<file path="src/rtl/tree_hash_pkg.sv">
// rtl/tree_hash_pkg.sv - shared sizing helpers for the XOR-fold tree hash
//
// Purpose: derives the fold tree geometry from the input/output widths.
//   hash_chunks(in_w, out_w) : number of out_w-wide chunks covering in_w bits
//   hash_levels(in_w, out_w) : fold levels needed to reduce those chunks to one
// Both are constant functions and are usable in parameter expressions.

package tree_hash_pkg;

  function automatic int hash_chunks(input int in_w, input int out_w);
    return (in_w + out_w - 1) / out_w;
  endfunction

  // ceil(log2(chunks)); a single chunk needs no fold level at all.
  function automatic int hash_levels(input int in_w, input int out_w);
    int n;
    int lv;
    n  = hash_chunks(in_w, out_w);
    lv = 0;
    for (int i = 0; i < 31; i++) begin
      if ((1 << i) < n) lv = i + 1;
    end
    return lv;
  endfunction

endpackage

</file>
<file path="src/rtl/tree_hash_fold.sv">
// rtl/tree_hash_fold.sv - one registered XOR fold level of the tree hash
//
// Purpose: folds N chunks of OUT_WIDTH bits down to N/2 chunks
//   (chunk i ^= chunk i+N/2) and registers the result with its valid bit.
// Ports:
//   clk, rst            : clock, synchronous active-high reset
//   halt_RnnnnL         : low holds data and valid registers
//   valid_in, data_in   : previous level (N chunks)
//   valid_out, data_out : this level's register (N/2 chunks)

module tree_hash_fold
  import tree_hash_pkg::*;
#(
  parameter int N         = 2,
  parameter int OUT_WIDTH = 8
) (
  input  logic                         clk,
  input  logic                         rst,
  input  logic                         halt_RnnnnL,
  input  logic                         valid_in,
  input  logic [N*OUT_WIDTH-1:0]       data_in,
  output logic                         valid_out,
  output logic [(N/2)*OUT_WIDTH-1:0]   data_out
);

  localparam int HW = (N / 2) * OUT_WIDTH;

  logic [HW-1:0] fold;
  logic [HW-1:0] data_d, data_q;
  logic          valid_d, valid_q;

  // Chunk i pairs with chunk i+N/2, so the lower half XORs the upper half.
  always_comb begin
    fold    = data_in[HW-1:0] ^ data_in[N*OUT_WIDTH-1:HW];
    valid_d = valid_q;
    data_d  = data_q;
    if (halt_RnnnnL) begin
      valid_d = valid_in;
      // An empty slot carries zero data so bubbles never leak stale values.
      data_d  = valid_in ? fold : '0;
    end
  end

  always_ff @(posedge clk) begin
    if (rst) begin
      valid_q <= 1'b0;
      data_q  <= '0;
    end else begin
      valid_q <= valid_d;
      data_q  <= data_d;
    end
  end

  assign valid_out = valid_q;
  assign data_out  = data_q;

endmodule

</file>
<file path="src/rtl/tree_hash_pipe.sv">
// rtl/tree_hash_pipe.sv - pipelined XOR-fold hash with programmable seed and mask
//
// Purpose: hashes IN_WIDTH bits to OUT_WIDTH bits as
//   (XOR of all OUT_WIDTH chunks ^ seed) & mask through a registered fold tree.
// Ports:
//   clk, rst                   : clock, synchronous active-high reset
//   halt_RnnnnL                : low stalls every stage
//   validIn_RnnH, in_RnnH      : input transaction
//   cfgWe_RnnH                 : load cfgSeed_RnnH / cfgMask_RnnH
//   validOut_RnnH, out_RnnH    : registered result

module tree_hash_pipe
  import tree_hash_pkg::*;
#(
  parameter int IN_WIDTH  = 40,
  parameter int OUT_WIDTH = 8
) (
  input  logic                 clk,
  input  logic                 rst,
  input  logic                 halt_RnnnnL,
  input  logic                 validIn_RnnH,
  input  logic [IN_WIDTH-1:0]  in_RnnH,
  input  logic                 cfgWe_RnnH,
  input  logic [OUT_WIDTH-1:0] cfgSeed_RnnH,
  input  logic [OUT_WIDTH-1:0] cfgMask_RnnH,
  output logic                 validOut_RnnH,
  output logic [OUT_WIDTH-1:0] out_RnnH
);

  localparam int LEVELS = hash_levels(IN_WIDTH, OUT_WIDTH);
  localparam int NCH    = 1 << LEVELS;
  localparam int EXT_W  = NCH * OUT_WIDTH;

  // Seed / mask configuration registers.
  logic [OUT_WIDTH-1:0] seed_d, seed_q;
  logic [OUT_WIDTH-1:0] mask_d, mask_q;

  always_comb begin
    seed_d = seed_q;
    mask_d = mask_q;
    if (cfgWe_RnnH) begin
      seed_d = cfgSeed_RnnH;
      mask_d = cfgMask_RnnH;
    end
  end

  always_ff @(posedge clk) begin
    if (rst) begin
      seed_q <= '0;
      mask_q <= '1;
    end else begin
      seed_q <= seed_d;
      mask_q <= mask_d;
    end
  end

  // Preprocessing: masking distributes over XOR, so every chunk is masked
  // here and the seed is folded into chunk 0. Only data travels down the
  // pipe, which makes in-flight results immune to later config writes.
  logic [EXT_W-1:0] ext;
  logic [EXT_W-1:0] pre_data;

  always_comb begin
    ext = EXT_W'(in_RnnH);
    for (int i = 0; i < NCH; i++) begin
      pre_data[i*OUT_WIDTH +: OUT_WIDTH] = ext[i*OUT_WIDTH +: OUT_WIDTH] & mask_q;
    end
    pre_data[OUT_WIDTH-1:0] = pre_data[OUT_WIDTH-1:0] ^ (seed_q & mask_q);
  end

  // Fold tree: level k narrows from NCH>>(k-1) chunks to NCH>>k chunks.
  for (genvar k = 1; k <= LEVELS; k++) begin : g_lvl
    localparam int NIN = NCH >> (k - 1);

    logic [NIN*OUT_WIDTH-1:0]     din;
    logic                         vin;
    logic [(NIN/2)*OUT_WIDTH-1:0] dout;
    logic                         vout;

    if (k == 1) begin : g_first
      assign din = pre_data;
      assign vin = validIn_RnnH;
    end else begin : g_next
      assign din = g_lvl[k-1].dout;
      assign vin = g_lvl[k-1].vout;
    end

    tree_hash_fold #(
      .N         (NIN),
      .OUT_WIDTH (OUT_WIDTH)
    ) u_fold (
      .clk         (clk),
      .rst         (rst),
      .halt_RnnnnL (halt_RnnnnL),
      .valid_in    (vin),
      .data_in     (din),
      .valid_out   (vout),
      .data_out    (dout)
    );
  end

  if (LEVELS == 0) begin : g_flat
    // Input fits in one chunk: a single register stage holds the result.
    logic [OUT_WIDTH-1:0] data_d, data_q;
    logic                 valid_d, valid_q;

    always_comb begin
      valid_d = valid_q;
      data_d  = data_q;
      if (halt_RnnnnL) begin
        valid_d = validIn_RnnH;
        data_d  = validIn_RnnH ? pre_data : '0;
      end
    end

    always_ff @(posedge clk) begin
      if (rst) begin
        valid_q <= 1'b0;
        data_q  <= '0;
      end else begin
        valid_q <= valid_d;
        data_q  <= data_d;
      end
    end

    assign validOut_RnnH = valid_q;
    assign out_RnnH      = data_q;
  end else begin : g_tree
    assign validOut_RnnH = g_lvl[LEVELS].vout;
    assign out_RnnH      = g_lvl[LEVELS].dout;
  end

endmodule

</file>
<file path="config.mk">
export PLATFORM = sky130hd
export DESIGN_NAME = tree_hash_pipe
export DESIGN_NICKNAME = d
export VERILOG_FILES = /design/src/rtl/tree_hash_pkg.sv /design/src/rtl/tree_hash_fold.sv /design/src/rtl/tree_hash_pipe.sv
export SDC_FILE = /design/constraint.sdc
export NUM_CORES = 1
export LEC_CHECK = 0
export BUFFER_PORTS_ARGS = -buffer_cell sky130_fd_sc_hd__buf_2
export CORE_MARGIN = 2
export CORE_UTILIZATION = 50
export DETAILED_ROUTE_END_ITERATION = 12
export PLACE_DENSITY = 0.8
export SKIP_LAST_GASP = 1
export SLEW_MARGIN = 30
export SYNTH_ARGS = -nofsm -noshare
export SYNTH_HDL_FRONTEND = slang
export SYNTH_SLANG_ARGS = --single-unit
</file>
<file path="constraint.sdc">
create_clock -name clk -period 1.88 [get_ports clk]
set_input_delay 0.376 -clock clk [delete_from_list [all_inputs] [get_ports clk]]
set_output_delay 0.376 -clock clk [all_outputs]
set_load 0.02 [all_outputs]
</file>
==> out/results.ini, run 1 <==
[run_status]
outcome = finished clean

[global_routing]
grt_pass1_vias = 2365
antenna_found_initial = 0
grt_max_degree = 60
grt-ovfl-total = 0
grt_pass1_wl_um = 11300
grt.total_usage_pct = 20.4

[clock_tree]
cts_tree = built
cts_buffers = 9
clk_path_buf_depth = 2
cts_hold_buf = 0
clk_pin_slew_worst_paths_ps = 70
clkSinkCount = 75
cts_resized = 0
worstSkewPairLatency_ps = 340
htree_levels = 3
root_buffer = clkbuf_8
post_cts_buffers = 0

[synthesis]
syn-cell-area_mm2 = 0.00313
syn_nets = 372
async_reset_ff_share_pct = 0
synth_ff_type = dfxtp_1
ys_seq_area_share_pct = 47.9
synth_edf_count = 0
yosys.area.top_type_share_pct = 47.9
yosysMostFrequentCell = dfxtp_1
synthTopCellsByArea = dfxtp_1, xor2_1, xor3_1
synth_top_area_cell = dfxtp_1
ys_warn_count = 0
synth_common_cells = dfxtp_1, nor2_1, a21oi_1
synth_cells = 311
synth_area_per_cell_um2 = 10.1
synth.distinct_cells = 23
synth-seq-cells = 75

[timing]
rsz0062_at_grt = false
post-route-min-period_ps = 1380
min_period_over_period_pct = 73.4
fmax_ghz = 0.725
timing.final.setup_violations = 0
slew_headroom_pct = 46.7
clock_skew_ps = 3.91
final-hold-violation-count = 0
final.setup.tns_ps = 0
whs_ps = 237
tightest_slew_ps = 799
timing.final.max_slew_violations = 0

[detailed_routing]
num_vias = 2444
wl_um = 6710
wl_per_cell_um = 14.9
ant_nets = 0
drc_errors = 0
drtIter0Drc = 187
drt-vias-per-instance = 5.44
first_pass_iters = 4

[placement]
gp_congestion = 0.785
dp.final_hpwl_um = 4540
place.detailed.instances = 434
place_area_mm2 = 0.00345
portBuffers = 69

[floorplanning]
row_count = 28
dieArea_mm2 = 0.00692
core_mm2 = 0.00599
dieHeight_um = 83.2
io_pins = 70
dieWidth_um = 83.2
start_util_pct = 52.3

[run]
cap_violations = 0

[critical_path]
r2r-start = seed_q[1]
rr_worst_depth = 3
crit_start = halt_RnnnnL
reg2reg_slack_ps = 740
worstPathMaxFanout = 59
critPathKind = in2reg
start_kind = input pin
endpoint_kind = register
reg2reg_to = g_lvl[1].u_fold.data_out[1]
arrival_ps = 1610
required_ps = 2110

[final_layout]
nets = 431
final_area_mm2 = 0.00365
diodes = 0
nFillCells = 505
drive_above_1_share_pct = 26.2
final_core_util_pct = 60.9
syn_to_final_growth_pct = 16.3
fin_cells = 449

[power_and_ir_drop]
p_per_area_mw_per_mm2 = 887
p_leak_nw = 1.65
peakVddDrop_v = 0.000522

[min_path]
hold_path_startpoint = cfgMask_RnnH[7]
holdPathEnd = mask_q[7]
holdPathStages = 2
hold_class = in2reg

## worst max path at each step
stage	endpoint	slack (ps)	depth (start not counted)
detailed placement	g_lvl[2].u_fold.data_out[1]	240	4
global route	g_lvl[2].u_fold.data_out[14]	390	4
global placement	g_lvl[3].u_fold.data_out[7]	270	4
CTS	g_lvl[2].u_fold.data_out[1]	580	4
finish	g_lvl[1].u_fold.data_out[1]	500	4
floorplan	g_lvl[1].u_fold.data_out[7]	730	5
## layout make-up
cell class	count	area, um2	area share (%)
clock buffer	13	159	4.36
clock inverter	2	35.0	0.961
inverter	1	5.00	0.137
multi-input combinational	209	1460	39.9
sequential	75	1500	41.2
tap	75	93.8	2.57
timing repair buffer	74	395	10.8
## kinds of logic (layout without fill, tap and decap cells)
family | Yosys count | count (layout) | synth area share, %
flops | 75 | 75 | 47.9
mux | 8 | 8 | 2.55
simple gates | 102 | 102 | 15.2
compound gates | 67 | 67 | 16.0
xor+xnor | 32 | 32 | 12.8
buf+inv | 27 | 90 | 5.63
## state kept, by name (all words and copies together) (netlist names)
name and cells:
g_lvl.u_fold.data_out 56, g_lvl.u_fold.valid_out 3, mask_q 8, seed_q 8
## per-layer routing
layer | wire [um] | GRT usage [%] | up-vias
met5 | 0 | 0 | -
met4 | 136 | 9.69 | 0
met3 | 420 | 4.77 | 15
met2 | 3180 | 31.6 | 85
met1 | 2970 | 26.8 | 1130
li1 | - | - | 1214
## cells in the final DEF, fill, tap and decap left out, types with 4 or more instances in the layout
master    synthesis  routed
a32oi_1           8       8
clkbuf_8          0      11
a22oi_2           9       9
dfxtp_1          75      75
a21oi_1          27      27
xor3_1            8       8
a211o_1           8       8
nor2_1           43      43
a22oi_1          15      15
nand4_1          24      24
xor2_1           24      24
buf_4             3       4
nor2b_1           6       6
buf_2            12      69
mux2i_1           8       8
nand2_1          24      24
## critical path: stages
cell	delay, ps
buf_2	100
clkinv_2	600
a32oi_1	450
nor2_1	60
## per-stage QoR
stage,setup slack (ps),total power [mW]
2_1_floorplan,728,1.94
3_3_place_gp,271,2.04
3_5_place_dp,242,2.05
4_1_cts,583,3.26
5_1_grt,389,3.37
6_report,500,3.23
## power breakdown
group,internal [mW],switching [mW],total [mW],leakage [nW]
Sequential,1.64,0.0502,1.69,0.611
Clock,0.678,0.545,1.22,0.0995
Combinational,0.164,0.156,0.320,0.941
Note: power is estimated with default switching activity, not from simulation.
==> inputs of run 2 (changes only) <==
==> constraint.sdc (replaced) <==
create_clock -name clk -period 1.3 [get_ports clk]
set_input_delay 0.26 -clock clk [delete_from_list [all_inputs] [get_ports clk]]
set_output_delay 0.26 -clock clk [all_outputs]
set_load 0.02 [all_outputs]
==> run 2 against run 1 <==
Clock-buffer cell count unchanged; hold slack got worse by 130 ps; highest routed layer unchanged; critical endpoint is now g_lvl[1].u_fold.data_out[2]; largest cell class unchanged; non-clock buffer count increased by 4; core utilization increased by 0.65 points.
==> out/results.ini, run 2 (synthesized netlist as in run 1, its figures left out) <==
[final_layout]
largest_reg_flops = 56  ; unchanged
final_common_cell = dfxtp_1
most-common-layout-cells = dfxtp_1, buf_2, nor2_1, a21oi_1
fin_cells = 453  ; +0.89%
diodes = 0  ; unchanged
drive_above_1_share_pct = 27.2  ; +1.0 points
nets = 435  ; +0.93%
final_core_util_pct = 61.5  ; +0.65 points
syn_to_final_growth_pct = 17.6

[global_routing]
antenna_found_initial = 0  ; unchanged
grt.total_usage_pct = 19.9  ; -0.47 points
grt_max_degree = 39  ; -35%
grt_pass1_vias = 2260  ; -4.4%
grt-ovfl-total = 0  ; unchanged
grt_pass1_wl_um = 10800  ; -4.1%

[placement]
dp.final_hpwl_um = 4800  ; +5.7%
gp_congestion = 0.848  ; +8.0%
portBuffers = 69  ; unchanged
place.detailed.instances = 438  ; +0.92%

[timing]
rsz0062_at_grt = false
tightest_slew_ps = 386  ; -413 ps
fmax_ghz = 0.860
min_period_over_period_pct = 89.4
timing.final.max_slew_violations = 0  ; unchanged
slew_headroom_pct = 74.3  ; +28 points
post-route-min-period_ps = 1160
final-hold-violation-count = 0  ; unchanged
whs_ps = 110  ; -127 ps
clock_skew_ps = 5.01  ; +1.11 ps
final.setup.tns_ps = 0  ; unchanged
timing.final.setup_violations = 0  ; unchanged

[critical_path]
rr_worst_depth = 3  ; unchanged
arrival_ps = 1400  ; -210 ps
worstPathMaxFanout = 2  ; -97%
reg2reg_slack_ps = 140  ; -600 ps
critPathKind = reg2reg
r2r-start = seed_q[2]
reg2reg_to = g_lvl[1].u_fold.data_out[2]
required_ps = 1540  ; -570 ps
start_kind = register
endpoint_kind = register

[detailed_routing]
drt-vias-per-instance = 5.39  ; -0.96%
drtIter0Drc = 160  ; -14%
wl_per_cell_um = 14.9  ; -0.13%
drc_errors = 0  ; unchanged
first_pass_iters = 4  ; unchanged
wl_um = 6760  ; +0.76%
ant_nets = 0  ; unchanged
num_vias = 2442  ; -0.082%

[power_and_ir_drop]
power_mw = 4.56  ; +41%
p_leak_nw = 1.68  ; +1.5%
p_per_area_mw_per_mm2 = 1240  ; +40%
peakVddDrop_v = 0.000639  ; +22%

[floorplanning]
dieWidth_um = 83.2  ; unchanged
dieArea_mm2 = 0.00692  ; unchanged
row_count = 28  ; unchanged
io_pins = 70  ; unchanged
core_mm2 = 0.00599  ; unchanged
dieHeight_um = 83.2  ; unchanged
start_util_pct = 52.3  ; unchanged

[clock_tree]
cts_tree = built
cts_hold_buf = 0  ; unchanged
worstSkewPairLatency_ps = 350  ; about the same
htree_levels = 3  ; unchanged
cts_buffers = 9  ; unchanged
clk_pin_slew_worst_paths_ps = 70  ; about the same
root_buffer = clkbuf_8
clkSinkCount = 75  ; unchanged
cts_resized = 0  ; unchanged
post_cts_buffers = 0  ; unchanged
clk_path_buf_depth = 2  ; unchanged

[min_path]
holdPathEnd = mask_q[7]
hold_class = in2reg
hold_path_startpoint = cfgMask_RnnH[7]
holdPathStages = 2  ; unchanged

[run]
cap_violations = 0  ; unchanged

[run_status]
outcome = finished clean

## run 2: cell count changes in the layout (fill, tap and decap cells not counted)
cell / delta
bufinv_16: -1
inv_2: +1
clkbuf_1: -1
buf_12: +2
buf_4: +2
clkbuf_8: +1
## run 2: area by class of cell
class / instances / area (um2)
Clock buffer: 13 / 169
Sequential cell: 75 / 1500
Fill cell: 517 / 2310
Clock inverter: 2 / 10.0
Inverter: 1 / 3.75
Timing Repair Buffer: 78 / 450
Multi-Input combinational cell: 209 / 1460
Tap cell: 75 / 93.8
## run 2: worst max-delay path by stage
stage               start                     endpoint  slack [ps]  cells after the start
2_1_floorplan   seed_q[0]  g_lvl[1].u_fold.data_out[0]         260                      3
3_3_place_gp    seed_q[1]  g_lvl[1].u_fold.data_out[1]         180                      3
3_5_place_dp   cfgWe_RnnH                    seed_q[6]         130                      4
4_1_cts         seed_q[2]  g_lvl[1].u_fold.data_out[2]         130                      3
5_1_grt         seed_q[6]  g_lvl[1].u_fold.data_out[6]          90                      3
6_report        seed_q[2]  g_lvl[1].u_fold.data_out[2]         140                      3
## run 2: where the power goes
part / switching, mW / internal [mW] / total (mW) / leakage [nW]
Clock: 0.795 / 0.834 / 1.63 / 0.0953
Sequential: 0.0730 / 2.37 / 2.45 / 0.611
Combinational: 0.234 / 0.254 / 0.488 / 0.969
Total: 1.10 / 3.46 / 4.56 / 1.68
## run 2: critical path: stages, from the launching register on
cell and delay (ps):
dfxtp_1 340, xor3_1 440, a32oi_1 220, nor2_1 50
## run 2: metrics by stage
step	instance area, um2	setup WS (ps)
2_1_floorplan	3130	256
3_3_place_gp	3510	176
3_5_place_dp	3510	133
4_1_cts	3680	126
5_1_grt	3680	88.3
6_report	3680	137
## run 2: layer usage
| metal | routed length [um] | vias up | global-route usage [%] |
|---|---|---|---|
| li1 | - | 1224 | - |
| met1 | 3020 | 1129 | 26.1 |
| met2 | 3130 | 79 | 31.2 |
| met3 | 503 | 10 | 5.57 |
| met4 | 105 | 0 | 7.60 |
| met5 | 0 | - | 0 |
